$ cat src/rtl/uart_bit_sampler_if.sv
`default_nettype none
// ============================================================================
//  Module   : uart_bit_sampler_if
//  Purpose  : Signal bundle between the UART rx front end / receive FSM
//             (master) and the oversampled bit sampler (slave).
//  Revision : 1.0  initial release
// ============================================================================
interface uart_bit_sampler_if;
  logic baud_en;      // oversample strobe, one clk wide
  logic rx;           // synchronized serial line, idle high
  logic stop;         // receive FSM ends the frame
  logic active;       // sampler is tracking a frame
  logic center_tick;  // bit decision valid (one clk pulse)
  logic mid_sample;   // decided bit value, held between decisions
  logic false_start;  // start bit rejected (one clk pulse)
  logic noise;        // vote disagreement (one clk pulse)

  modport master (
    output baud_en, rx, stop,
    input  active, center_tick, mid_sample, false_start, noise
  );

  modport slave (
    input  baud_en, rx, stop,
    output active, center_tick, mid_sample, false_start, noise
  );
endinterface : uart_bit_sampler_if
`default_nettype wire

$ cat src/rtl/uart_bit_sampler.sv
`default_nettype none
// ============================================================================
//  Module   : uart_bit_sampler
//  Purpose  : Oversampled bit-phase tracker for the UART receive path. Locks
//             phase on the start-bit falling edge, validates the start bit and
//             then emits one center_tick per bit with the sampled value.
//  Options  : UART_MAJORITY_VOTE_EN - 3-sample majority vote around the bit
//             centre with a noise flag; otherwise a single centre sample.
//  Revision : 1.0  initial release
// ============================================================================
module uart_bit_sampler #(
  parameter int OVERSAMPLE = 16
) (
  input  wire logic          clk,
  input  wire logic          rst,
  uart_bit_sampler_if.slave  bus
);

  localparam int CENTER = OVERSAMPLE / 2;
  localparam int PW     = $clog2(OVERSAMPLE);

  localparam logic [PW-1:0] c_PH_LAST = PW'(OVERSAMPLE - 1);
`ifdef UART_MAJORITY_VOTE_EN
  localparam logic [PW-1:0] c_PH_V0   = PW'(CENTER - 1);
  localparam logic [PW-1:0] c_PH_V1   = PW'(CENTER);
  localparam logic [PW-1:0] c_PH_DEC  = PW'(CENTER + 1);
`else
  localparam logic [PW-1:0] c_PH_DEC  = PW'(CENTER);
`endif

  generate
    if (OVERSAMPLE < 4) begin : g_bad_oversample
      $error("uart_bit_sampler: OVERSAMPLE must be >= 4");
    end
  endgenerate

  typedef enum logic [0:0] {
    ST_IDLE = 1'b0,
    ST_RUN  = 1'b1
  } state_t;

  state_t        r_state;
  logic [PW-1:0] r_ph;
  logic          r_rx_prev;
  logic          r_start_pend;  // first decision of the frame is the start bit
  logic          r_active;
  logic          r_tick;
  logic          r_mid;
  logic          r_false;

  logic          w_edge;
  logic          w_result;

`ifdef UART_MAJORITY_VOTE_EN
  logic          r_v0;
  logic          r_v1;
  logic          r_noise;
  logic          w_disagree;

  // Third vote is the live rx sample on the deciding strobe.
  assign w_result   = (r_v0 & r_v1) | (r_v0 & bus.rx) | (r_v1 & bus.rx);
  assign w_disagree = !((r_v0 == r_v1) && (r_v1 == bus.rx));
  assign bus.noise  = r_noise;
`else
  assign w_result   = bus.rx;
  assign bus.noise  = 1'b0;
`endif

  assign w_edge          = bus.baud_en & r_rx_prev & ~bus.rx;
  assign bus.active      = r_active;
  assign bus.center_tick = r_tick;
  assign bus.mid_sample  = r_mid;
  assign bus.false_start = r_false;

  // Phase tracking FSM with registered decision outputs.
  always_ff @(posedge clk) begin
    if (rst) begin
      r_state      <= ST_IDLE;
      r_ph         <= '0;
      r_rx_prev    <= 1'b1;
      r_start_pend <= 1'b0;
      r_active     <= 1'b0;
      r_tick       <= 1'b0;
      r_mid        <= 1'b1;
      r_false      <= 1'b0;
`ifdef UART_MAJORITY_VOTE_EN
      r_v0         <= 1'b1;
      r_v1         <= 1'b1;
      r_noise      <= 1'b0;
`endif
    end else begin
      r_tick  <= 1'b0;
      r_false <= 1'b0;
`ifdef UART_MAJORITY_VOTE_EN
      r_noise <= 1'b0;
`endif
      // Edge history runs in both states so a stop/edge collision still
      // leaves rx_prev coherent for the next start bit.
      if (bus.baud_en) begin
        r_rx_prev <= bus.rx;
      end

      case (r_state)
        ST_IDLE: begin
          r_ph <= '0;
          if (w_edge) begin
            // The edge strobe itself is phase 0.
            r_state      <= ST_RUN;
            r_active     <= 1'b1;
            r_ph         <= PW'(1);
            r_start_pend <= 1'b1;
          end
        end

        ST_RUN: begin
          if (bus.stop) begin
            // Any decision on this cycle is dropped.
            r_state  <= ST_IDLE;
            r_active <= 1'b0;
            r_ph     <= '0;
          end else if (bus.baud_en) begin
            r_ph <= (r_ph == c_PH_LAST) ? '0 : r_ph + PW'(1);
`ifdef UART_MAJORITY_VOTE_EN
            if (r_ph == c_PH_V0) r_v0 <= bus.rx;
            if (r_ph == c_PH_V1) r_v1 <= bus.rx;
`endif
            if (r_ph == c_PH_DEC) begin
`ifdef UART_MAJORITY_VOTE_EN
              r_noise <= w_disagree;
`endif
              if (r_start_pend) begin
                if (w_result) begin
                  r_false  <= 1'b1;
                  r_state  <= ST_IDLE;
                  r_active <= 1'b0;
                  r_ph     <= '0;
                end else begin
                  r_start_pend <= 1'b0;
                end
              end else begin
                r_mid  <= w_result;
                r_tick <= 1'b1;
              end
            end
          end
        end

        default: begin
          r_state  <= ST_IDLE;
          r_active <= 1'b0;
          r_ph     <= '0;
        end
      endcase
    end
  end

endmodule : uart_bit_sampler
`default_nettype wire

$ cat src/flat_wrapper.sv
// flat-port wrapper written by rule: the top's interface ports become plain ports
module uart_bit_sampler_flat 
#(
  parameter int OVERSAMPLE = 16
)
  (clk, rst, bus_baud_en, bus_rx, bus_stop, bus_active, bus_center_tick, bus_mid_sample, bus_false_start, bus_noise);
  uart_bit_sampler_if bus_i ();
  input  wire logic clk;
  input  wire logic rst;
  input wire logic [$bits(bus_i.baud_en)-1:0] bus_baud_en;
  input wire logic [$bits(bus_i.rx)-1:0] bus_rx;
  input wire logic [$bits(bus_i.stop)-1:0] bus_stop;
  output wire logic [$bits(bus_i.active)-1:0] bus_active;
  output wire logic [$bits(bus_i.center_tick)-1:0] bus_center_tick;
  output wire logic [$bits(bus_i.mid_sample)-1:0] bus_mid_sample;
  output wire logic [$bits(bus_i.false_start)-1:0] bus_false_start;
  output wire logic [$bits(bus_i.noise)-1:0] bus_noise;
  assign bus_i.baud_en = bus_baud_en;
  assign bus_i.rx = bus_rx;
  assign bus_i.stop = bus_stop;
  assign bus_active = bus_i.active;
  assign bus_center_tick = bus_i.center_tick;
  assign bus_mid_sample = bus_i.mid_sample;
  assign bus_false_start = bus_i.false_start;
  assign bus_noise = bus_i.noise;
  uart_bit_sampler #(.OVERSAMPLE(OVERSAMPLE)) u_core (.clk(clk), .rst(rst), .bus(bus_i));
endmodule
$ cat config.mk
export PLATFORM = sky130hd
export DESIGN_NAME = uart_bit_sampler_flat
export DESIGN_NICKNAME = d
export VERILOG_FILES = /design/src/rtl/uart_bit_sampler_if.sv /design/src/rtl/uart_bit_sampler.sv /design/src/flat_wrapper.sv
export SDC_FILE = /design/constraint.sdc
export NUM_CORES = 1
export LEC_CHECK = 0
export ABC_CLOCK_PERIOD_IN_PS = 1210
export BUFFER_PORTS_ARGS = -buffer_cell sky130_fd_sc_hd__buf_2
export CAP_MARGIN = 20
export CORE_UTILIZATION = 35
export DETAILED_ROUTE_END_ITERATION = 8
export GPL_TIMING_DRIVEN = 0
export PLACE_DENSITY_LB_ADDON = 0.08
export SKIP_LAST_GASP = 1
export SLEW_MARGIN = 20
export SYNTH_ARGS = -nofsm -noshare
export SYNTH_HDL_FRONTEND = slang
export SYNTH_SLANG_ARGS = --single-unit
$ cat constraint.sdc
create_clock -name clk -period 1.21 [get_ports clk]
set_input_delay 0.121 -clock clk [delete_from_list [all_inputs] [get_ports clk]]
set_output_delay 0.121 -clock clk [all_outputs]
set_load 0.005 [all_outputs]
==> key figures <==
Setup path
  – Worst Path Max Fanout: 8
  – Crit start category: register
  – FF-to-FF path depth: 5
  – Critical path capture point type: register
  – Worst reg2reg path endpoint: u_core.r_ph[3]
  – Worst path required time: about 1400 ps
  – Critical path class: reg2reg
  – Arrival time at the worst endpoint: approximately 1400 ps
  – FF-to-FF setup slack: 10 ps
  – Worst r2r src: u_core.r_ph[1]

Synthesis
  – EDFF count, synth: 0
  – Syn Std Cell Area: 567 µm²
  – Largest cells by area after synthesis: dfxtp_1 39%, nor3_1 5.3%, ha_1 4.4%
  – Ys Warns: 0
  – Area share of the largest cell type after synthesis: 0.389
  – Commonest cells in the netlist: 11 x dfxtp_1, 6 x nor3_1, 4 x a21oi_1, 4 x nand2_1, 4 x nor2_1
  – Seq cells post-synth: 11
  – Top-count cell post-synth: dfxtp_1
  – Library cells used by synthesis: 30
  – Share of flip-flops with an asynchronous set or reset: 0
  – Cell count after synthesis: 61
  – Area leader, netlist: dfxtp_1
  – Sequential share of the synthesized area: 0.389
  – Syn_nets: a little under 70
  – Post-Syn Area per Cell: 9.29 µm²
  – Primary FF master, synth: dfxtp_1

Drt
  – Routed wire length: between 1 and 1.5 mm
  – WL/cell: around 13 µm
  – DRT iter0 DRCs: 7
  – DR pass1 iterations: 3
  – Routed vias/inst: around 5.4
  – ANT nets after route: 0
  – Via Count: 485
  – # DRC: 0

Global route
  – Number of global-route vias before repair: 447
  – First-pass GRT wire length: 2.01 mm
  – GRT Total Usage: 0.153
  – Total global routing overflow: 0
  – Largest net degree at the start of global routing: 11
  – Initial antenna violation count: 0

Die
  – Starting Density: 0.376
  – Core Region: about 0.0015 mm²
  – IO Pins: 10
  – Chip width: around 42 µm
  – Die Y: between 40 and 50 µm
  – Die Area: 0.00178 mm²
  – Row count: 14

Timing
  – Clock skew: about 3.8 ps
  – Fin crit share: 0.989
  – Final setup viols: 0
  – Final hold slack: roughly 39 ps
  – Max-slew violation count: 0
  – Fin crit period: approximately 1200 ps
  – Unrepaired setup endpoints after global routing: yes
  – Min setup slack post-route: 13.4 ps
  – Max Freq: around 0.84 GHz
  – Hold Violations, Final: 0

Flow run
  – Max-cap violations: 0

Worst hold path
  – Hold Path End: u_core.r_ph[3]
  – Hold Path Stages: 2
  – Worst Hold Class: in2reg
  – HP Start: rst

Pwr
  – Reg power frac: 0.529
  – Static Leak: about 0.00025 µW
  – VDD IR max: around 0.47 mV
  – Pwr dens: ~1000 mW/mm²
  – Sw Share: 0.261
  – Switch Pwr: ~190 µW
  – Combinational power share: 0.111
  – Clk pwr share: 0.360
  – Int Power: roughly 540 µW

Clocking
  – Worst-Skew Late Latency: about 270 ps
  – CTS H-tree depth: 1
  – # hold bufs at CTS: 0
  – Clk sinks: 11
  – CTS Buffer Depth: 2
  – CTS clk-pin slew, worst paths: approximately 80 ps
  – CTS tree: yes
  – CTS root buffer: clkbuf_4
  – CTS buffer count: 3

Finish
  – Number of fill cells: about 160
  – Final core area utilization: 0.460
  – Synth-to-Final Area Change: 22.3%
  – Share of layout cells above drive strength 1: 0.365
  – Number of antenna repair diodes: 0
  – Final net count: ~80
  – Non-filler cells, final: 90

Placed design
  – GPL Wtd Cong: 0.709
  – Port-buffer cells: 7
  – Placed insts: 84
  – Post-place setup slack: -92.6 ps

Outcome
  – Status: completed
per-layer routing:
| metal | part of all wire | GRT usage | vias up | routed length [µm] |
|---|---|---|---|---|
| met5 | 0 | 0 | - | 0 |
| met4 | 0.011 | 0.0563 | 0 | 13 |
| met3 | 0.042 | 0.0517 | 2 | 51 |
| met2 | 0.48 | 0.243 | 11 | 577 |
| met1 | 0.47 | 0.190 | 223 | 560 |
| li1 | - | - | 249 | - |
power by group through the flow:
stage          clock (µW)  combinational, µW  sequential [µW]
2_1_floorplan           0               48.5              392
3_3_place_gp            0               70.9              395
3_5_place_dp            0               71.2              394
4_1_cts               270               80.9              385
5_1_grt               282               88.5              387
6_report              262               80.5              385
layout make-up:
cell class	instances	area, µm²	area share
multi-input combinational	44	338	0.487
sequential	11	225	0.325
timing repair buffer	9	50.0	0.0722
clock buffer	4	26.3	0.0379
buffer	3	22.5	0.0325
tap	16	20.0	0.0289
inverter	3	11.3	0.0162
cells by family (layout without fill, tap and decap cells):
logic type	Yosys count	count (layout)	share of synthesized area
other	1	1	0.00662
buffers and inverters	6	19	0.0596
muxes	2	2	0.0353
adders and majority gates	2	2	0.0441
AOI/OAI and AO/OA	16	16	0.214
DFF	11	11	0.389
and+or+nand+nor	23	23	0.252
placed cells by master, fill, tap and decap left out, types with 2 or more instances in the layout:
cell | netlist | layout
nor2_1 | 4 | 4
clkbuf_1 | 1 | 2
buf_2 | 0 | 7
buf_4 | 1 | 3
nand2_1 | 4 | 4
nor2b_1 | 2 | 2
mux2i_1 | 2 | 2
a21oi_1 | 4 | 4
dfxtp_1 | 11 | 9
nor3_2 | 0 | 2
nor3_1 | 6 | 4
clkbuf_4 | 0 | 3
a41oi_1 | 2 | 2
inv_2 | 0 | 2
o211ai_1 | 2 | 2
per-stage QoR:
step                total power [µW]  TNS (ps)  instance area (µm²)
finish                           727         0                  693
global route                     757      -107                  693
CTS                              736         0                  691
detailed placement               466      -176                  627
global placement                 466      -145                  627
floorplan                        440         0                  572
sequential cells by signal (all words and copies together) (netlist names):
| signal | count |
|---|---|
| u_core.bus.active | 1 |
| u_core.r_ph | 4 |
| u_core.r_start_pend | 1 |
| u_core.bus.center_tick | 1 |
| u_core.r_state | 1 |
| u_core.r_rx_prev | 1 |
| u_core.bus.false_start | 1 |
| u_core.bus.mid_sample | 1 |
worst max-delay path, cell delays in order, from the launching register on:
cell and delay, ps:
dfxtp_2 360, inv_2 50, ha_4 160, nand3b_4 130, o22ai_2 110, a2111oi_2 290
worst max path at each step:
stage | from | endpoint | depth (start not counted)
final | u_core.r_ph[1] | u_core.r_ph[3] | 5
after CTS | u_core.r_ph[1] | u_core.r_ph[3] | 5
after detailed placement | u_core.r_ph[0] | u_core.r_ph[3] | 5
after global placement | u_core.r_ph[0] | u_core.r_ph[3] | 5
after global routing | u_core.r_ph[0] | u_core.r_ph[3] | 4
after floorplan | u_core.r_ph[0] | u_core.r_ph[3] | 5
what timing repair did:
item / CTS / global route
pin swaps: 4 / 0
gates resized for setup: 6 / 2
buffers inserted: 2 / 0
endpoints found under the setup margin: 4 / 4
Power figures use the tool's default switching activity.
